$ cat src/rtl/add4.sv
// add4: four-operand unsigned adder with an overflow monitor.
//   {ov, sum} = (a + b + c + d) mod 2^(WIDTH+1). The top carry bit of the
//   exact sum is dropped on purpose.
//   The adder is a carry-save tree: row 1 compresses a/b/c, row 2 folds in d,
//   and a ripple carry-propagate adder closes it over WIDTH+1 bits.
//   The monitor keeps a sticky overflow flag and a saturating count of
//   overflow cycles.
// Optional build macro: ADD4_REG_OUT_EN
//   When defined, sum/ov are registered (1-cycle latency, cleared by rst), and
//   the monitor then watches the registered ov.
//   When undefined (default), sum/ov are purely combinational.
module add4 #(
  parameter int WIDTH = 4,
  parameter int CNT_W = 8
) (
  input  logic             clk,
  input  logic             rst,
  input  logic [WIDTH-1:0] a,
  input  logic [WIDTH-1:0] b,
  input  logic [WIDTH-1:0] c,
  input  logic [WIDTH-1:0] d,
  output logic [WIDTH-1:0] sum,
  output logic             ov,
  output logic             ov_sticky,
  output logic [CNT_W-1:0] ov_cnt
);

  // Width of the kept result: WIDTH sum bits plus the ov bit.
  localparam int SW = WIDTH + 1;

  // Increment that sticks at all-ones instead of wrapping.
  function automatic logic [CNT_W-1:0] sat_inc(input logic [CNT_W-1:0] v);
    logic [CNT_W-1:0] one;
    one = {{(CNT_W-1){1'b0}}, 1'b1};
    if (&v) begin
      return v;
    end
    return v + one;
  endfunction

  // Row 1 outputs: bitwise sum and carry of a, b, c. Carry bit i has weight 2^(i+1).
  logic [WIDTH-1:0] r1_s;
  logic [WIDTH-1:0] r1_c;

  // Row 2 operands, aligned to SW bits. The row-1 carries shift up by one.
  logic [SW-1:0]    r2_x;
  logic [SW-1:0]    r2_y;
  logic [SW-1:0]    r2_z;

  // Row 2 outputs. Only the carries below bit SW-1 land inside the kept width.
  logic [SW-1:0]    r2_s;
  logic [SW-2:0]    r2_c;

  // Carry-propagate adder operands and result.
  logic [SW-1:0]    cpa_p;
  logic [SW-1:0]    cpa_q;
  logic [SW-1:0]    cpa_sum;
  logic             cpa_cy;

  // Overflow seen by the monitor.
  logic             ov_mon;

  // Row 1: full-adder row compressing a, b, c into a sum vector and a carry vector.
  always_comb begin
    r1_s = '0;
    r1_c = '0;
    for (int i = 0; i < WIDTH; i++) begin
      r1_s[i] = a[i] ^ b[i] ^ c[i];
      r1_c[i] = (a[i] & b[i]) | (a[i] & c[i]) | (b[i] & c[i]);
    end
  end

  assign r2_x = {1'b0, r1_s};
  assign r2_y = {r1_c, 1'b0};
  assign r2_z = {1'b0, d};

  // Row 2: full-adder row folding d into the row-1 vectors. Carries out of the top bit are dropped.
  always_comb begin
    r2_s = '0;
    r2_c = '0;
    for (int i = 0; i < SW; i++) begin
      r2_s[i] = r2_x[i] ^ r2_y[i] ^ r2_z[i];
    end
    for (int i = 0; i < SW - 1; i++) begin
      r2_c[i] = (r2_x[i] & r2_y[i]) | (r2_x[i] & r2_z[i]) | (r2_y[i] & r2_z[i]);
    end
  end

  assign cpa_p = r2_s;
  assign cpa_q = {r2_c, 1'b0};

  // Final ripple carry-propagate adder. The carry out of the top bit is the discarded S[WIDTH+1].
  always_comb begin
    cpa_sum = '0;
    cpa_cy  = 1'b0;
    for (int i = 0; i < SW; i++) begin
      cpa_sum[i] = cpa_p[i] ^ cpa_q[i] ^ cpa_cy;
      cpa_cy     = (cpa_p[i] & cpa_q[i]) | (cpa_cy & (cpa_p[i] ^ cpa_q[i]));
    end
  end

`ifdef ADD4_REG_OUT_EN
  logic [WIDTH-1:0] sum_p1;
  logic             ov_p1;

  // ---- stage p0 -> p1: registered result, cleared by reset ----
  // Capture the adder result each edge so sum/ov have a 1-cycle latency.
  always_ff @(posedge clk) begin
    if (rst) begin
      sum_p1 <= '0;
      ov_p1  <= 1'b0;
    end else begin
      sum_p1 <= cpa_sum[WIDTH-1:0];
      ov_p1  <= cpa_sum[WIDTH];
    end
  end

  assign sum    = sum_p1;
  assign ov     = ov_p1;
  assign ov_mon = ov_p1;
`else
  assign sum    = cpa_sum[WIDTH-1:0];
  assign ov     = cpa_sum[WIDTH];
  assign ov_mon = cpa_sum[WIDTH];
`endif

  // ---- monitor stage: sticky flag and saturating event counter ----
  // Track overflow history. Reset wins over an overflow on the same edge.
  always_ff @(posedge clk) begin
    if (rst) begin
      ov_sticky <= 1'b0;
      ov_cnt    <= '0;
    end else if (ov_mon) begin
      ov_sticky <= 1'b1;
      ov_cnt    <= sat_inc(ov_cnt);
    end
  end

endmodule

$ cat config.mk
export PLATFORM = sky130hd
export DESIGN_NAME = add4
export DESIGN_NICKNAME = d
export VERILOG_FILES = /design/src/rtl/add4.sv
export SDC_FILE = /design/constraint.sdc
export NUM_CORES = 1
export LEC_CHECK = 0
export BUFFER_PORTS_ARGS = -buffer_cell sky130_fd_sc_hd__buf_4
export CORE_MARGIN = 1.5
export CORE_UTILIZATION = 30
export CTS_BUF_LIST = sky130_fd_sc_hd__clkbuf_8
export CTS_CLUSTER_DIAMETER = 100
export DETAILED_ROUTE_END_ITERATION = 8
export PLACE_DENSITY = 0.6
export SLEW_MARGIN = 20
export SYNTH_ARGS = -nofsm -noshare
export SYNTH_HDL_FRONTEND = slang
export SYNTH_SLANG_ARGS = --single-unit
$ cat constraint.sdc
create_clock -name clk -period 4.4 [get_ports clk]
set_input_delay 1.1 -clock clk [delete_from_list [all_inputs] [get_ports clk]]
set_output_delay 1.1 -clock clk [all_outputs]
set_load 0.02 [all_outputs]
==> results of run 1 <==
-- report_power, final --
part	internal (mW)	switching, mW	total [mW]
Combinational	0.116	0.121	0.237
Clock	0.0607	0.0323	0.0930
Sequential	0.0939	0.0120	0.106
-- worst paths after layout --
check | from | end | slack [ns] | cells after the start
worst min-delay path | ov_sticky | ov_sticky | 0.48 | 2
worst min register to register | ov_sticky | ov_sticky | 0.48 | 2
worst max register to register | ov_cnt[0] | ov_cnt[5] | 2.84 | 5
worst max-delay path | a[1] | ov | -0.24 | 8
-- area by class of cell --
cell class              count  area, um2
well taps                  27       33.8
flip-flops and latches      9        180
clock inverters             1       3.75
fillers                   191       1030
repair buffers             32        251
clock buffers               3       41.3
inverters                   5       18.8
multi-input cells          48        467
-- tightest hold or removal path, cell delays in order, from the launching register on --
cell     delay [ns]
dfxtp_1        0.33
nor2_1         0.05
nor2_1         0.07
-- cell families after synthesis --
| group | count (synthesis) | share of synthesized area |
|---|---|---|
| compound gates | 8 | 0.0926 |
| mux | 2 | 0.0302 |
| simple gates | 23 | 0.176 |
| flops | 9 | 0.272 |
| fa+ha+maj | 12 | 0.329 |
| xor+xnor | 3 | 0.0662 |
| buf+inv | 6 | 0.0340 |
-- timing repair --
item                                    4_1_cts  5_1_grt
gates cloned                                  0        0
endpoints found under the setup margin        2        2
pin swaps                                     2        0
gates resized for setup                       3        0
buffers inserted                              0        0
-- metrics by stage --
stage,utilization,total power [mW],worst slack [ns],area [um2]
after floorplan,-,0.254,-0.0363,669
after global placement,0.465,0.329,-0.270,940
after detailed placement,0.465,0.334,-0.296,940
after CTS,0.493,0.441,-0.252,996
after global routing,0.493,0.468,-0.289,996
final,0.493,0.436,-0.238,996
-- placed cells by master, fill, tap and decap left out, types with 3 or more instances in the layout --
cell | synthesis | final
a21oi_1 | 3 | 3
buf_4 | 0 | 29
buf_6 | 0 | 3
clkbuf_8 | 0 | 3
dfxtp_1 | 9 | 9
fa_1 | 9 | 7
inv_1 | 5 | 6
nand2_1 | 4 | 4
nor2_1 | 8 | 8
-- routing by layer --
layer	share of wire	wire length, um	vias to the layer above	GRT usage
met5	0	0	-	0
met1	0.42	578	264	0.156
li1	-	-	285	-
met4	0.010	14	0	0.0556
met3	0.062	85	2	0.0273
met2	0.51	695	21	0.209
-- registers in the layout, indices dropped and copies added, names as in the netlist --
name       count
ov_cnt         8
ov_sticky      1
==> flow_summary.toml, run 1 <==
[critical_path]
max_stage_delay_ns = 0.56
crit_buf_inv = 2
path_max_fanout = 2
arrival_ns = 3.54
critPathKind = "in -> out"
cp_data_required_time_ns = 3.30
crit_path_end_kind = "output pin"
crit_slowest_cell = "fa_1"
crit_chain = "buf_6, fa_1, fa_1, ha_2, fa_2, fa_2, xnor3_4, buf_6"
critical_path.top_delay_family = "adder cells"
cp-start-kind = "primary input"

[timing]
final_hold_viol_count = 0
fin_hold_ws_ns = 0.483
worst_slack_ns = -0.238
worst_pin_slew_ns = 0.343
report.final.slew_viol_count = 0
slew_headroom = 0.771
setup_viol = 2
fin_crit_sh = 1.05
fmax_mhz = 216
rsz0062_at_grt = "true"
fin_setup_tns_ns = -0.300
finClkSkew_ns = 0.00206
finalCriticalPeriod_ns = 4.64

[synth]
yosysSeqAreaShare = 0.272
synth_edf_count = 0
synthCells = 63
synth_fp_nets = 93
synth-main-ff-cell = "dfxtp_1"
postSynth.asyncResetShare = 0
ys_top_cells_by_count = "dfxtp_1 (9), fa_1 (9), nor2_1 (8), inv_1 (5), nand2_1 (4)"
yosys_warnings = 0
synth.top_cell.area_share = 0.272
synth-seq-cells = 9
ys_top_cells_by_area = "dfxtp_1 (27%), fa_1 (27%), ha_1 (5.7%), nor2_1 (4.5%), xnor3_4 (4.0%)"
synth_cell_types = 22
avgSynthCellArea_um2 = 10.5
synth_top_area_cell = "dfxtp_1"
syn-cell-area_um2 = 662

[floorplanning]
core-area_um2 = 2020
row_count = 16
die_x_um = 50.0
fp.dieH_um = 50.0
io_pins = 32
initial_core_util = 0.327
die_area_um2 = 2500

[detailed_routing]
post_drt_via_cell_ratio = 4.58
drc = 0
avgRoutedWirePerCell_um = 11.0
wirelength_mm = 1.37
initialDrtViolationCount = 6
route.vias.total = 572
firstDrtPassIters = 4
ant_nets = 0

[clocking]
clk-insertion-delay-late_ns = 0.23
cts.hold.buffers_added = 0
cts_tree = "built"
path_clk_slew_ns = 0.04
cts_root_buf = "clkbuf_8"
clock_sinks = 9
cts_max_path_buffers = 2
htreeDepth = 1
cts_made_buffers = 3

[place]
dp.cells = 121
post-dp-hpwl_mm = 1.13
place.port_buffers = 31
gp_congestion = 0.737

[cells_and_area]
finalNetCount = 129
n_antenna_cell = 0
drive_gt1_frac = 0.418
fin_cells = 125
area_growth_pct = 50.5

[run_status]
status = "finished, violations left"
failed_checks = "negative setup slack"

[power_and_ir_drop]
power.leakage_nw = 0.465
powerDensity_nw_per_um2 = 437
ir_worst_vdd_uv = 265

[global_routing]
antenna_found_initial = 0
overflow = 0
grt_use_total = 0.126
grt_max_degree = 11
grt_pass1_vias = 572
grt_pass1_wl_mm = 2.39

[worst_hold_path]
hold_class = "reg -> reg"

[job]
max_cap_violations = 0
(Power assumes the default switching activity.)
==> run 2, diff against run 1 <==
--- a/config.mk
+++ b/config.mk
@@ -9,7 +9,7 @@
 export CORE_MARGIN = 1.5
 export CORE_UTILIZATION = 30
 export CTS_BUF_LIST = sky130_fd_sc_hd__clkbuf_8
-export CTS_CLUSTER_DIAMETER = 100
+export CTS_CLUSTER_DIAMETER = 200
 export DETAILED_ROUTE_END_ITERATION = 8
 export PLACE_DENSITY = 0.6
 export SLEW_MARGIN = 20
==> constraint.sdc (replaced) <==
create_clock -name clk -period 4.4 [get_ports clk]
set_input_delay 1.1 -clock clk [delete_from_list [all_inputs] [get_ports clk]]
set_output_delay 1.1 -clock clk [all_outputs]
set_load 0.05 [all_outputs]
==> run 2 against run 1 <==
  * Sequential power about the same
  * First-iteration DRC count is the same
  * Die area is the same
  * Non-clock buffer count up 1
  * Clock skew unchanged
  * The flow still finishes with violations (negative setup slack)
  * Critical path type unchanged
  * Sequential share of layout area down 0.27 points
  * Worst hold slack is essentially flat
  * Via count up 0.52%
  * Largest power group unchanged
  * Highest routed layer unchanged
==> flow_summary.toml, run 2 (synthesis gave the netlist of run 1 again) <==
[clocking]
cts_tree = "built"
htreeDepth = 1
cts_max_path_buffers = 2
path_clk_slew_ns = 0.04
clk-insertion-delay-late_ns = 0.23
clock_sinks = 9
cts_made_buffers = 3
cts_root_buf = "clkbuf_8"

[global_routing]
grt_pass1_vias = 576
grt_max_degree = 11
grt_use_total = 0.127
antenna_found_initial = 0
overflow = 0
grt_pass1_wl_mm = 2.41

[timing]
setup_viol = 2
finClkSkew_ns = 0.00206
report.final.slew_viol_count = 0
fin_crit_sh = 1.06
fmax_mhz = 214
worst_slack_ns = -0.264
rsz0062_at_grt = "true"
worst_pin_slew_ns = 0.343
final_hold_viol_count = 0
fin_setup_tns_ns = -0.370
slew_headroom = 0.771
finalCriticalPeriod_ns = 4.66

[cells_and_area]
finalNetCount = 130
n_antenna_cell = 0
largest_reg_flops = 8
final_common_cell = "buf_4"
fin_cells = 126
post-route-util = 0.500
regMostFlops = "ov_cnt"
fin_area_um2 = 1010
reg_top3 = "ov_cnt (8), ov_sticky (1)"
mostFrequentLayoutCells = "buf_4 (30), dfxtp_1 (9), nor2_1 (8)"
drive_gt1_frac = 0.424
area_growth_pct = 52.7

[job]
max_cap_violations = 0

[floorplanning]
initial_core_util = 0.327
row_count = 16
die_area_um2 = 2500
fp.dieH_um = 50.0
die_x_um = 50.0
io_pins = 32
core-area_um2 = 2020

[power_and_ir_drop]
powerDensity_nw_per_um2 = 528
ir_worst_vdd_uv = 313
p_total_mw = 0.534
power.leakage_nw = 0.472

[worst_hold_path]
hold_class = "reg -> reg"

[run_status]
status = "finished, violations left"
failed_checks = "negative setup slack"

[detailed_routing]
ant_nets = 0
drc = 0
post_drt_via_cell_ratio = 4.56
avgRoutedWirePerCell_um = 10.9
firstDrtPassIters = 4
initialDrtViolationCount = 6
wirelength_mm = 1.38
route.vias.total = 575

[critical_path]
max_stage_delay_ns = 0.56
path_max_fanout = 2
critPathKind = "in -> out"
crit_slowest_cell = "fa_1"
crit_path_end_kind = "output pin"
crit_chain = "buf_6, fa_1, fa_1, ha_2, fa_2, fa_2, xnor3_4, buf_8"
arrival_ns = 3.56
cp_data_required_time_ns = 3.30
cp-start-kind = "primary input"

[place]
dp.cells = 121
placed_area_um2 = 940
place.port_buffers = 31
gp_congestion = 0.737
post-dp-hpwl_mm = 1.13
[run 2: what timing repair did]
item / 4_1_cts / 5_1_grt
pin swaps: 2 / 0
hold buffers: 0 / 0
buffers inserted: 0 / 1
gates resized for setup: 5 / 0
setup endpoints to repair: 2 / 2
[run 2: path summary, 6_finish.rpt]
| path | endpoint | cells past startpoint | from | slack [ns] |
|---|---|---|---|---|
| worst max-delay path | ov | 8 | a[1] | -0.26 |
| worst max register to register | ov_cnt[5] | 5 | ov_cnt[0] | 2.84 |
| worst min-delay path | ov_sticky | 2 | ov_sticky | 0.48 |
| worst min register to register | ov_sticky | 2 | ov_sticky | 0.48 |
[run 2: critical path: cells and delay by family]
kind,cells,cell delay (ns)
buffers and inverters,2,0.26
xor gates and xnor gates,1,0.33
adders and majority gates,5,1.86
[run 2: area by class of cell]
class	instances	area, um2
Fill cell	189	1010
Multi-Input combinational cell	48	467
Timing Repair Buffer	33	267
Sequential cell	9	180
Clock buffer	3	41.3
Tap cell	27	33.8
Inverter	5	18.8
Clock inverter	1	3.75
[run 2: through the flow]
stage,setup slack (ns),hold slack [ns]
after floorplan,-0.0888,0.701
after CTS,-0.281,0.481
after global routing,-0.311,0.513
final,-0.264,0.483
after global placement,-0.303,0.460
after detailed placement,-0.329,0.469
[run 2: power breakdown]
| group | switching [mW] | leakage (nW) | internal, mW |
|---|---|---|---|
| combinational | 0.202 | 0.372 | 0.133 |
| sequential | 0.0120 | 0.0732 | 0.0939 |
| clock | 0.0323 | 0.0269 | 0.0607 |
[run 2: layer usage]
metal | vias to the layer above | global-route usage | routed length [um]
met2 | 21 | 0.209 | 699
met4 | 0 | 0.0556 | 14
met1 | 265 | 0.157 | 576
met3 | 2 | 0.0273 | 84
met5 | - | 0 | 0
li1 | 287 | - | -
